`src/rtl/ov7670_pkg.sv`:
```
// ov7670_pkg: timing constants, pattern/channel types and colour-bar table for the OV7670 stream emulator.
package ov7670_pkg;
    localparam int H_ACTIVE    = 640;
    localparam int H_TOTAL     = 784;
    localparam int V_ACTIVE    = 480;
    localparam int V_TOTAL     = 510;
    localparam int VSYNC_LINES = 3;
    localparam int V_START     = 20;
    localparam int HW          = 10;
    localparam int VW          = 9;

    typedef enum logic [1:0] {PAT_BARS, PAT_RAMP, PAT_CHECK, PAT_COUNT} pattern_e;
    typedef enum logic [1:0] {CH_B, CH_G, CH_R} bayer_ch_e;
    typedef enum logic {ST_IDLE, ST_RUN} state_e;

    // Entries are {R,G,B}; index 0 is the leftmost bar: W,Y,C,G,M,R,B,K.
    localparam logic [7:0][2:0] BAR_RGB = {3'b000, 3'b001, 3'b100, 3'b101,
                                           3'b010, 3'b011, 3'b110, 3'b111};

    // BGGR mosaic: even rows B,G; odd rows G,R.
    function automatic bayer_ch_e bayer_ch(input logic x0, input logic y0);
        if (!y0 && !x0) return CH_B;
        if (y0 && x0) return CH_R;
        return CH_G;
    endfunction
endpackage

```
`src/rtl/ov7670_stream_emulator_bayer_pattern_gen.sv`:
```
// bayer_pattern_gen: combinational raw-Bayer byte for one pixel of the selected test pattern.
module bayer_pattern_gen
    import ov7670_pkg::*;
(
    input  logic [HW-1:0] x_i,
    input  logic [4:0]    y_i,
    input  pattern_e      pat_i,
    input  logic [7:0]    frame_cnt_i,
    output logic [7:0]    d_o
);
    logic [2:0] rgb;
    bayer_ch_e  ch;
    logic       bar_bit;

    always_comb begin
        rgb     = BAR_RGB[3'(x_i / HW'(80))];
        ch      = bayer_ch(x_i[0], y_i[0]);
        bar_bit = ch == CH_R ? rgb[2] : ch == CH_G ? rgb[1] : rgb[0];
        d_o     = pat_i == PAT_BARS  ? {8{bar_bit}} :
                  pat_i == PAT_RAMP  ? x_i[9:2] :
                  pat_i == PAT_CHECK ? {8{x_i[4] ^ y_i[4]}} : frame_cnt_i;
    end
endmodule

```
`src/rtl/ov7670_stream_emulator.sv`:
```
// ov7670_stream_emulator: OV7670-style PCLK/VSYNC/HREF/D transmitter producing raw-Bayer test frames.
module ov7670_stream_emulator
    import ov7670_pkg::*;
#(
    parameter int H_ACTIVE_P    = H_ACTIVE,
    parameter int H_TOTAL_P     = H_TOTAL,
    parameter int V_ACTIVE_P    = V_ACTIVE,
    parameter int V_TOTAL_P     = V_TOTAL,
    parameter int VSYNC_LINES_P = VSYNC_LINES,
    parameter int V_START_P     = V_START
) (
    input  logic        clk,
    input  logic        reset,
    input  logic        i_enable,
    input  logic [1:0]  i_pattern,
    output logic        o_pclk,
    output logic        o_vsync,
    output logic        o_href,
    output logic [7:0]  o_d,
    output logic        o_frame_done,
    output logic [15:0] o_frame_count
);
    state_e          state_q, state_d;
    pattern_e        pat_q, pat_d;
    logic [HW-1:0]   h_q, h_d;
    logic [VW-1:0]   v_q, v_d;
    logic [15:0]     cnt_q, cnt_d;
    logic            pclk_q, vsync_q, href_q, done_q;
    logic [7:0]      d_q;
    logic            fall, h_last, eof, active, done_d, vsync_d, href_d;
    logic [4:0]      y_lo;
    logic [7:0]      pix, d_d;

    // Everything below computes the pixel about to be shown, so the output
    // registers capture it on the same edge the counters move to it.
    always_comb begin
        fall    = pclk_q;
        h_last  = h_q == HW'(H_TOTAL_P - 1);
        eof     = h_last && v_q == VW'(V_TOTAL_P - 1);
        state_d = state_q;
        pat_d   = pat_q;
        h_d     = h_q;
        v_d     = v_q;
        cnt_d   = cnt_q;
        done_d  = 1'b0;
        active  = 1'b0;
        if (fall) begin
            if (state_q == ST_IDLE) begin
                if (i_enable) begin
                    state_d = ST_RUN;
                    pat_d   = pattern_e'(i_pattern);
                    active  = 1'b1;
                end
            end else if (eof) begin
                done_d = 1'b1;
                cnt_d  = cnt_q + 16'd1;
                h_d    = '0;
                v_d    = '0;
                active = i_enable;
                if (i_enable) pat_d = pattern_e'(i_pattern);
                else state_d = ST_IDLE;
            end else begin
                active = 1'b1;
                h_d    = h_last ? '0 : h_q + 1'b1;
                v_d    = h_last ? v_q + 1'b1 : v_q;
            end
        end
        y_lo    = 5'(v_d - VW'(V_START_P));
        vsync_d = active && v_d < VW'(VSYNC_LINES_P);
        href_d  = active && v_d >= VW'(V_START_P) && v_d < VW'(V_START_P + V_ACTIVE_P)
                  && h_d < HW'(H_ACTIVE_P);
        d_d     = href_d ? pix : 8'h00;
    end

    bayer_pattern_gen u_gen (
        .x_i        (h_d),
        .y_i        (y_lo),
        .pat_i      (pat_d),
        .frame_cnt_i(cnt_q[7:0]),
        .d_o        (pix)
    );

    always_ff @(posedge clk or posedge reset) begin
        if (reset) begin
            state_q <= ST_IDLE;
            pat_q   <= PAT_BARS;
            h_q     <= '0;
            v_q     <= '0;
            cnt_q   <= '0;
            pclk_q  <= 1'b0;
            vsync_q <= 1'b0;
            href_q  <= 1'b0;
            d_q     <= '0;
            done_q  <= 1'b0;
        end else begin
            state_q <= state_d;
            pat_q   <= pat_d;
            h_q     <= h_d;
            v_q     <= v_d;
            cnt_q   <= cnt_d;
            pclk_q  <= ~pclk_q;
            done_q  <= done_d;
            if (fall) begin
                vsync_q <= vsync_d;
                href_q  <= href_d;
                d_q     <= d_d;
            end
        end
    end

    assign o_pclk        = pclk_q;
    assign o_vsync       = vsync_q;
    assign o_href        = href_q;
    assign o_d           = d_q;
    assign o_frame_done  = done_q;
    assign o_frame_count = cnt_q;
endmodule

```
`config.mk`:
```
export PLATFORM = sky130hd
export DESIGN_NAME = ov7670_stream_emulator
export DESIGN_NICKNAME = d
export VERILOG_FILES = /design/src/rtl/ov7670_pkg.sv /design/src/rtl/ov7670_stream_emulator_bayer_pattern_gen.sv /design/src/rtl/ov7670_stream_emulator.sv
export SDC_FILE = /design/constraint.sdc
export NUM_CORES = 1
export LEC_CHECK = 0
export ABC_AREA = 1
export CAP_MARGIN = 30
export CORE_ASPECT_RATIO = 1.5
export CORE_MARGIN = 5
export CORE_UTILIZATION = 51
export CTS_BUF_LIST = sky130_fd_sc_hd__clkbuf_16
export DETAILED_ROUTE_END_ITERATION = 8
export GPL_TIMING_DRIVEN = 0
export PLACE_DENSITY = 0.73
export SETUP_SLACK_MARGIN = 0.1
export SYNTH_ARGS = -nofsm -noshare
export SYNTH_HDL_FRONTEND = slang
export SYNTH_HIERARCHICAL = 1
export SYNTH_SLANG_ARGS = --single-unit
```
`constraint.sdc`:
```
create_clock -name clk -period 3.2 [get_ports clk]
set_clock_uncertainty 0.15 [all_clocks]
set_input_delay 0.64 -clock clk [delete_from_list [all_inputs] [get_ports clk]]
set_output_delay 0.64 -clock clk [all_outputs]
set_load 0.01 [all_outputs]
```
* Word-level counts from Yosys, hierarchy flattened
Memories as Yosys holds them, arrays and structs flattened. Cells that the tools add are included.
Storage, ports and cells: bits of input ports 5, bits in read-only memories 24, flip-flop bits (word level) 50, memories kept 1, output and inout port bits 28, logic and storage cells 75
Memories:
- (no name shown) | depth 8, width 3, read ports 1, clocked after memory_dff 0, wr ports 0, RTL line ov7670_stream_emulator_bayer_pattern_gen.sv:16 | rgb = BAR_RGB[3'(x_i / HW'(80))];
Cells by class: eq/ne operators 6, add/subtract/negate cells 4, reductions and logical operators 11, $lt $le $gt $ge 5, bitwise operators 2, div/mod/pow operators 1, muxes and demuxes 35
Operators by type and width (number):
- 10-bit two-way mux | 4
- 9-bit two-way mux | 4
- 8-bit two-way mux | 4
- 16-bit by 1-bit adder with 16-bit output (second input constant) | 1
- 2-bit two-way mux | 8
- 1-bit two-way mux | 14
- 10-bit by 1-bit adder with 10-bit output (second input constant) | 1
- 10-bit by 7-bit divider with 10-bit output (second input constant) | 1
- 10-bit equality test (second input constant) | 1
- 10-bit less-than comparator (second input constant) | 1
- 9-bit by 1-bit adder with 9-bit output (second input constant) | 1
- 9-bit equality test (second input constant) | 1
- 9-bit by 5-bit greater-or-equal comparator with 1-bit output (second input constant) | 1
- 9-bit by 2-bit less-than comparator with 1-bit output (second input constant) | 1
- 9-bit less-than comparator (second input constant) | 1
- 1-bit logical AND | 7
- 5-bit subtractor (second input constant) | 1
- 2-bit by 1-bit equality test with 1-bit output (second input constant) | 2
- 2-bit equality test (second input constant) | 2
- 3-bit by 4-bit less-than comparator with 1-bit output (second input constant) | 1
- 3-bit two-way mux | 1
- 3-bit AND reduction | 1
- 1-bit zero test | 2
- 2-bit zero test | 1
- 2 further kinds | 2

* Depth between registers and ports, before layout
Gate-level depths: netlist of run 1.
word-level depth 17, mapped depth 25

* Hierarchy
The synthesis of run 1 kept the hierarchy.
Modules (own cells, without submodules):
- ov7670_stream_emulator | cells an instance 322, sequential area each 1251.2 um^2, area each 2726.4 um^2, times used 1
- bayer_pattern_gen | cells an instance 88, sequential area each 0.0 um^2, area each 435.4 um^2, times used 1

* Worst setup path after synthesis of run 1
Ideal clock, no wire load.
path kind flip-flop to flip-flop, start point register h_q[0], end point register d_q[0], in the netlist o_d[0], cell stages (with the launch flop) 15, slack 0.460 ns, data arrival time 2.524 ns, data required time 2.984 ns, cells stage by stage dfrtp_1 -> ha_1 -> nand2_1 -> nor2_1 -> nand2_1 -> nor2_1 -> o21ai_0 -> mux2_2 -> buf_4 -> or2_2 -> nor2_1 -> o21ai_0 -> nand2_1 -> nand3_1 -> nand2_1
RTL lines:
- from (decl) | RTL line ov7670_stream_emulator.sv:25 | logic [HW-1:0] h_q, h_d;
- from (signal assigned) | RTL line ov7670_stream_emulator.sv:87 | h_q <= '0;
- from (signal assigned) | RTL line ov7670_stream_emulator.sv:98 | h_q <= h_d;
- 10-bit equality test (*) | RTL line ov7670_stream_emulator.sv:38 | h_last = h_q == HW'(H_TOTAL_P - 1);
- 1-bit logical AND (*) | RTL line ov7670_stream_emulator.sv:39 | eof = h_last && v_q == VW'(V_TOTAL_P - 1);
- 2-bit two-way mux (*) | RTL line ov7670_stream_emulator.sv:54 | end else if (eof) begin
- 2-bit two-way mux (*) | RTL line ov7670_stream_emulator.sv:48 | if (state_q == ST_IDLE) begin
- 2-bit two-way mux (*) | RTL line ov7670_stream_emulator.sv:47 | if (fall) begin
- via pat_d[0] | RTL line ov7670_stream_emulator.sv:24 | pattern_e pat_q, pat_d;
- 2-bit equality test | RTL line ov7670_stream_emulator_bayer_pattern_gen.sv:21 | pat_i == PAT_CHECK ? {8{x_i[4] ^ y_i[4]}} : frame_cnt_i;
- 8-bit two-way mux | RTL line ov7670_stream_emulator_bayer_pattern_gen.sv:21
- 8-bit two-way mux | RTL line ov7670_stream_emulator_bayer_pattern_gen.sv:20 | pat_i == PAT_RAMP ? x_i[9:2] :
- 8-bit two-way mux (*) | RTL line ov7670_stream_emulator_bayer_pattern_gen.sv:19 | d_o = pat_i == PAT_BARS ? {8{bar_bit}} :
- via pix[0] | RTL line ov7670_stream_emulator.sv:32 | logic [7:0] pix, d_d;
- 8-bit two-way mux (*) | RTL line ov7670_stream_emulator.sv:72 | d_d = href_d ? pix : 8'h00;
- to (signal assigned) | RTL line ov7670_stream_emulator.sv:93 | d_q <= '0;
- to (signal assigned) | RTL line ov7670_stream_emulator.sv:106 | d_q <= d_d;
- to (decl) | RTL line ov7670_stream_emulator.sv:29 | logic [7:0] d_q;
Mark *: on every way through the listed nets, which the timed path passes. The rest lies on a longest branch. The select of a mux whose other input is x is not followed. A chain may end at the register's enable or synchronous reset.

* Final worst setup path of run 1
start point register v_q[0], end point register d_q[0], in the netlist o_d[0]
RTL lines:
- from (decl) | RTL line ov7670_stream_emulator.sv:26 | logic [VW-1:0] v_q, v_d;
- from (signal assigned) | RTL line ov7670_stream_emulator.sv:99 | v_q <= v_d;
- 9-bit equality test (*) | RTL line ov7670_stream_emulator.sv:39
- 1-bit logical AND (*) | RTL line ov7670_stream_emulator.sv:39
- 2-bit two-way mux (*) | RTL line ov7670_stream_emulator.sv:54
- 2-bit two-way mux (*) | RTL line ov7670_stream_emulator.sv:48
- 2-bit two-way mux (*) | RTL line ov7670_stream_emulator.sv:47
- via pat_d[0] | RTL line ov7670_stream_emulator.sv:24
- 2-bit equality test | RTL line ov7670_stream_emulator_bayer_pattern_gen.sv:21
- 8-bit two-way mux | RTL line ov7670_stream_emulator_bayer_pattern_gen.sv:21
- 8-bit two-way mux | RTL line ov7670_stream_emulator_bayer_pattern_gen.sv:20
- 8-bit two-way mux (*) | RTL line ov7670_stream_emulator_bayer_pattern_gen.sv:19
- via pix[0] | RTL line ov7670_stream_emulator.sv:32
- 8-bit two-way mux (*) | RTL line ov7670_stream_emulator.sv:72
Marked as above.

==> impl_results.md, run 1 <==
- TritonRoute pass-1 iters: 4
- Status: complete, no violations
- RSZ-0062 raised after global routing: no
- Max cap viols: 0
- Die W: between 70 and 80 um
- Critical path class: reg2reg
- Clock Path Buffers: 2
- Leakage: between 0.0015 and 0.002 uW
- Detailed Route WL: a little over 7 mm
- Die Y: ~110 um
- Drt drc: 0
- Worst-Margin Slew: 0.451 ns
- Area Growth Syn to Fin: 22.8%
- Crit-path max FO: 8
- Layout Nets: 466
- Worst setup SP type: flip-flop
- CTS Root Cell: clkbuf_16
- CP max stage delay: about 0.42 ns
- Achievable clock frequency: 346 MHz
- Drt via density: 5.23
- Number of nets with antenna violations after routing: 0
- Post-Place Setup Slack: between 0.02 and 0.03 ns
- Initial DRC count: 124
- Setup slack, reg-to-reg: 0.31 ns
- Via count: 2769
- Cts bufs inserted: 5
- Core ar.: around 0.006 sq mm
- DP Wirelength: 5.31 mm
- Gp weighted congestion: a little over 0.8
- Tmin final: between 2 and 3 ns
- Die Footprint: roughly 0.0079 sq mm
- Post-Synthesis Cells: 409
- Routed WL per cell: roughly 14 um
- Setup TNS Final: 0 ns
- Layout cells sized above 1: 0.154
- Crit end category: flip-flop
- CP most frequent cell: nand2_1
- Synthesized area per cell: roughly 7.7 sq um
- Top Ports: 33
- Final worst path period share: 0.904
- Cell family with most CP delay: simple AND/OR/NAND/NOR gates
- Fin. Hold Viols: 0
- P per Cell Area: around 310 mW/mm^2
- Synthesis Warnings: 6
- Setup ws final: roughly 0.31 ns
- IO Port Bufs: 32
- Hold buffer count at CTS: 0
- Largest net degree at the start of global routing: 38
- Worst skew pair latency: 0.29 ns
- Num rows: 35
- Clk sink count: 50
- All-Layer GR Usage: 0.192
- First-pass GRT wire length: between 10 and 15 mm
- CP arrival: 2.92 ns
- Crit path buf inv count: 1
- Syn Std Cell Area: about 0.0032 sq mm
- Initial antenna violation count: 0
- CP max stage cell: dfrtp_1
- Vias in the first global route: 2757
- Starting Density: 0.519
- Syn_nets: roughly 420
- HP Class: reg2reg
- Worst-path clk slew: about 0.070 ns
- Ant diodes: 0
- TritonCTS clock tree: yes
- Maximum vdd drop: 0.000226 V
- Worst slew margin: 0.699
- Grt total ovfl: 0
- CP Cell Sequence: ha_1, nand2_1, nand3b_1, nor2_2, o21ai_2, mux2_2, buf_4, or2_2, nand2_1, o22ai_1, o21ai_0, nand2_1, nand3_1, nand2_1
- Req. time, crit path: 3.23 ns
- Final Max Slew Viols: 0
- Final setup fails: 0
- CTS H-Tree Depth: 2
## state kept, by name (all words and copies together), names as in the netlist
signal / flops
o_vsync: 1
o_pclk: 1
o_d: 8
h_q: 10
v_q: 9
state_q: 1
pat_q: 2
o_frame_done: 1
o_href: 1
o_frame_count: 16
## worst register-to-register path: stages, from the launching register on
cell and delay, ns:
dfrtp_1 0.42, ha_1 0.22, nand2_1 0.11, nand3b_1 0.17
nor2_2 0.07, o21ai_2 0.16, mux2_2 0.37, buf_4 0.17
or2_2 0.33, nand2_1 0.11, o22ai_1 0.09, o21ai_0 0.20
nand2_1 0.08, nand3_1 0.08, nand2_1 0.05
## routing by layer
metal	GRT usage	vias up	share of wire
met3	0.0369	17	0.039
met4	0.0738	0	0.023
met5	0	-	0
met1	0.224	1305	0.40
li1	-	1387	-
met2	0.337	60	0.53
## final cells by class
cell class | instances | area (sq um)
fill | 534 | 2210
tap | 74 | 92.6
inverter | 67 | 256
clock inverter | 3 | 25.0
buffer | 4 | 30.0
timing repair buffer | 38 | 378
sequential | 50 | 1250
clock buffer | 5 | 125
multi-input combinational | 288 | 1720
## cells in the final DEF, fill, tap and decap left out, drive strengths merged, types with 3 or more instances in the layout
| cell | n |
|---|---|
| dfrtp | 50 |
| clkbuf | 7 |
| nand4 | 9 |
| xnor2 | 7 |
| nand2 | 120 |
| buf | 8 |
| nand3 | 45 |
| clkdlybuf4s50 | 32 |
| o21ai | 14 |
| xor2 | 13 |
| nor2 | 43 |
| o22ai | 3 |
| inv | 68 |
| a21oi | 4 |
| a311oi | 5 |
| ha | 7 |
| nor3 | 7 |
## worst paths after layout
kind / startpoint / cells after the start / end
setup reg to reg: v_q[0] / 14 / o_d[0]
max in group asynchronous: reset / 3 / state_q
setup / recovery: v_q[0] / 14 / o_d[0]
hold / removal: o_frame_count[15] / 1 / o_frame_count[15]
min in group asynchronous: reset / 2 / o_frame_count[0]
hold reg to reg: o_frame_count[15] / 1 / o_frame_count[15]
## report_power, final
group | leakage [uW] | switching (uW) | internal [uW] | total (uW)
Clock | 0.0000704 | 242 | 294 | 537
Combinational | 0.00123 | 14.0 | 7.18 | 21.2
Sequential | 0.000672 | 0 | 631 | 631
## what timing repair did
| action | 4_1_cts | 5_1_grt |
|---|---|---|
| pin swaps | 0 | 3 |
| buffers inserted | 0 | 5 |
| resized for setup | 2 | 26 |
| setup endpoints to repair | 8 | 8 |
## stage by stage
step / cells / hold WS (ns) / area, sq um / power [uW] / utilization
final: 529 / 0.315 / 3880 / 1190 / 0.637
after global placement: 515 / 0.305 / 3570 / 662 / 0.587
after detailed placement: 516 / 0.307 / 3590 / 666 / 0.590
after floorplan: 409 / 0.321 / 3160 / 654 / -
after global routing: 529 / 0.354 / 3880 / 1240 / 0.637
after CTS: 524 / 0.321 / 3750 / 1200 / 0.615
Power figures use the tool's default switching activity.
==> run 2, diff against run 1 <==
Settings changed: CTS_BUF_LIST sky130_fd_sc_hd__clkbuf_16 to sky130_fd_sc_hd__clkbuf_4 sky130_fd_sc_hd__clkbuf_8.
==> impl_results.md, run 2 (synthesis results as in run 1) <==
- Most common cell after layout, fill and taps aside: nand2_1 (unchanged)
- Critical path class: reg2reg (unchanged)
- Final cell count without fillers: 532 (was 529)
- Combinational share of power: 0.021 (was 0.018)
- Initial DRC count: 104 (was 124)
- Starting Density: 0.519 (unchanged)
- Detailed Route WL: 7.12 mm (was 7.19 mm)
- IO Port Bufs: 32 (unchanged)
- DP Wirelength: 5.31 mm (unchanged)
- Top Ports: 33 (unchanged)
- RSZ-0062 raised after global routing: no (unchanged)
- CP arrival: 3.02 ns (was 2.92 ns)
- Grt total ovfl: 0 (unchanged)
- Final worst path period share: 0.927 (was 0.904)
- CTS Root Cell: clkbuf_8 (was clkbuf_16)
- Final Max Slew Viols: 0 (unchanged)
- Clk sink count: 50 (unchanged)
- Achievable clock frequency: 337 MHz (was 346 MHz)
- Maximum vdd drop: 0.000236 V (was 0.000226 V)
- Switching power total: 242 uW (was 256 uW)
- Layout cells sized above 1: 0.162 (was 0.154)
- Total power draw: 1040 uW (was 1190 uW)
- Commonest non-fill, non-tap cells in the layout: nand2_1, inv_1, dfrtp_1, nand3_1, clkdlybuf4s50_1 (unchanged)
- Int Pwr: 797 uW (was 933 uW)
- Vias in the first global route: 2711 (was 2757)
- Status: complete, no violations (unchanged)
- Largest net degree at the start of global routing: 38 (unchanged)
- All-Layer GR Usage: 0.190 (was 0.192)
- Setup TNS Final: 0 ns (unchanged)
- CTS H-Tree Depth: 2 (unchanged)
- Routed WL per cell: 13.4 um (was 13.6 um)
- Worst-Margin Slew: 0.457 ns (was 0.451 ns)
- Worst slew margin: 0.695 (was 0.699)
- Max cap viols: 0 (unchanged)
- Sw Share: 0.233 (was 0.216)
- Worst setup SP type: flip-flop (unchanged)
- Met3 routed WL: 223 um (was 278 um)
- Leakage: 0.00195 uW (was 0.00197 uW)
- Req. time, crit path: 3.26 ns (was 3.23 ns)
- HP Class: reg2reg (unchanged)
- Gp weighted congestion: 0.830 (unchanged)
- Tmin final: 2.97 ns (was 2.89 ns)
- # fillers: 532 (was 534)
- Area of placed instances: 0.00359 sq mm (unchanged)
- CP max stage cell: dfrtp_1 (unchanged)
- TritonRoute pass-1 iters: 4 (unchanged)
- Top Metal Used: met4 (unchanged)
- Final Cell Area: 0.00383 sq mm (was 0.00388 sq mm)
- CP max stage delay: 0.41 ns (was 0.42 ns)
- Crit-path max FO: 8 (unchanged)
- First-pass GRT wire length: 11.9 mm (was 12.0 mm)
- DRT met1 WL: 2.92 mm (was 2.90 mm)
- Placed cell count: 516 (unchanged)
- Worst skew pair latency: 0.31 ns (was 0.29 ns)
- CP most frequent cell: nand2_1 (unchanged)
- Final setup fails: 0 (unchanged)
- Flop pwr share: 0.608 (was 0.531)
- Worst-path clk slew: 0.10 ns (was 0.07 ns)
- Die W: 74.3 um (unchanged)
- Die Y: 106 um (unchanged)
- Die Footprint: 0.00790 sq mm (unchanged)
- CP Cell Sequence: ha_2, nand2_1, nor2_2, nand2_4, nor2_8, nand2_4, nand2_1, nand3_1, ha_1, xor2_1, xnor2_1, nor2_4, a311oi_1, nand2_1, nand3_1, nand2_1 (was ha_1, nand2_1, nand3b_1, nor2_2, o21ai_2, mux2_2, buf_4, or2_2, nand2_1, o22ai_1, o21ai_0, nand2_1, nand3_1, nand2_1)
- Crit end category: flip-flop (unchanged)
- Clock Path Buffers: 2 (unchanged)
- Cts bufs inserted: 5 (unchanged)
- Drt drc: 0 (unchanged)
- Num rows: 35 (unchanged)
- Setup slack, reg-to-reg: 0.23 ns (was 0.31 ns)
- Clock network fraction of design power: 0.372 (was 0.451)
- TritonCTS clock tree: yes (unchanged)
- Max FFs per register: 16 (unchanged)
- Initial antenna violation count: 0 (unchanged)
- Ant diodes: 0 (unchanged)
- Via count: 2737 (was 2769)
- Fin Hold WS: 0.319 ns (was 0.315 ns)
- WL met2: 3.81 mm (was 3.85 mm)
- Number of nets with antenna violations after routing: 0 (unchanged)
- Fin. Hold Viols: 0 (unchanged)
- Core ar.: 0.00609 sq mm (unchanged)
- P per Cell Area: 271 mW/mm^2 (was 307 mW/mm^2)
- Layout Nets: 469 (was 466)
- Area Growth Syn to Fin: 21.2% (was 22.8%)
- Drt via density: 5.14 (was 5.23)
run 2: cell types whose count changed in the layout (fill, tap and decap cells not counted), moves of 2 or more:
cell       change
a311oi_1       -2
a311oi_2       +2
clkbuf_16      -5
clkbuf_8       +5
buf_4          +3
run 2: worst max-delay path: cells and delay by family, from the launching register on:
family	cells	cell delay (ns)
AO/OA/AOI/OAI	1	0.25
XOR/XNOR	2	0.46
adder cells (fa/ha/maj)	2	0.49
flip-flops	1	0.41
AND/OR/NAND/NOR	11	1.11
run 2: layout make-up:
| cell class | count | area [sq um] | share of cell area |
|---|---|---|---|
| Clock buffer | 5 | 68.8 | 0.0180 |
| Multi-Input combinational cell | 288 | 1700 | 0.444 |
| Tap cell | 74 | 92.6 | 0.0242 |
| Buffer | 4 | 30.0 | 0.00784 |
| Timing Repair Buffer | 41 | 400 | 0.105 |
| Clock inverter | 3 | 25.0 | 0.00654 |
| Inverter | 67 | 256 | 0.0670 |
| Sequential cell | 50 | 1250 | 0.327 |
run 2: timing repair:
item / in CTS / in global routing
resized for setup: 2 / 24
endpoints found under the setup margin: 8 / 8
buffers inserted: 0 / 8
hold buffers: 0 / 0
pin swaps: 0 / 3
run 2: layer usage:
| metal | vias up | track usage |
|---|---|---|
| li1 | 1392 | - |
| met1 | 1287 | 0.220 |
| met2 | 44 | 0.342 |
| met3 | 14 | 0.0322 |
| met4 | 0 | 0.0687 |
| met5 | - | 0 |
run 2: power groups by stage:
| stage | clock (uW) | combinational, uW | sequential [uW] |
|---|---|---|---|
| finish | 386 | 21.4 | 631 |
| global route | 427 | 24.7 | 631 |
| CTS | 397 | 22.1 | 631 |
| detailed placement | 0 | 22.3 | 644 |
| global placement | 0 | 18.5 | 644 |
| floorplan | 0 | 9.88 | 644 |
run 2: final timing paths:
| path | startpoint | to | cells past startpoint |
|---|---|---|---|
| worst max-delay path | h_q[0] | o_d[5] | 16 |
| worst min register to register | o_frame_count[15] | o_frame_count[15] | 1 |
| max in group asynchronous | reset | state_q | 3 |
| worst min-delay path | o_frame_count[15] | o_frame_count[15] | 1 |
| min in group asynchronous | reset | o_frame_count[15] | 2 |
| worst max register to register | h_q[0] | o_d[5] | 16 |
run 2: per-stage QoR:
step	worst slack [ns]	util
final	0.234	0.629
after global routing	0.0930	0.629
after floorplan	0.460	-
after CTS	0.126	0.606
after detailed placement	0.0262	0.590
after global placement	0.0100	0.587
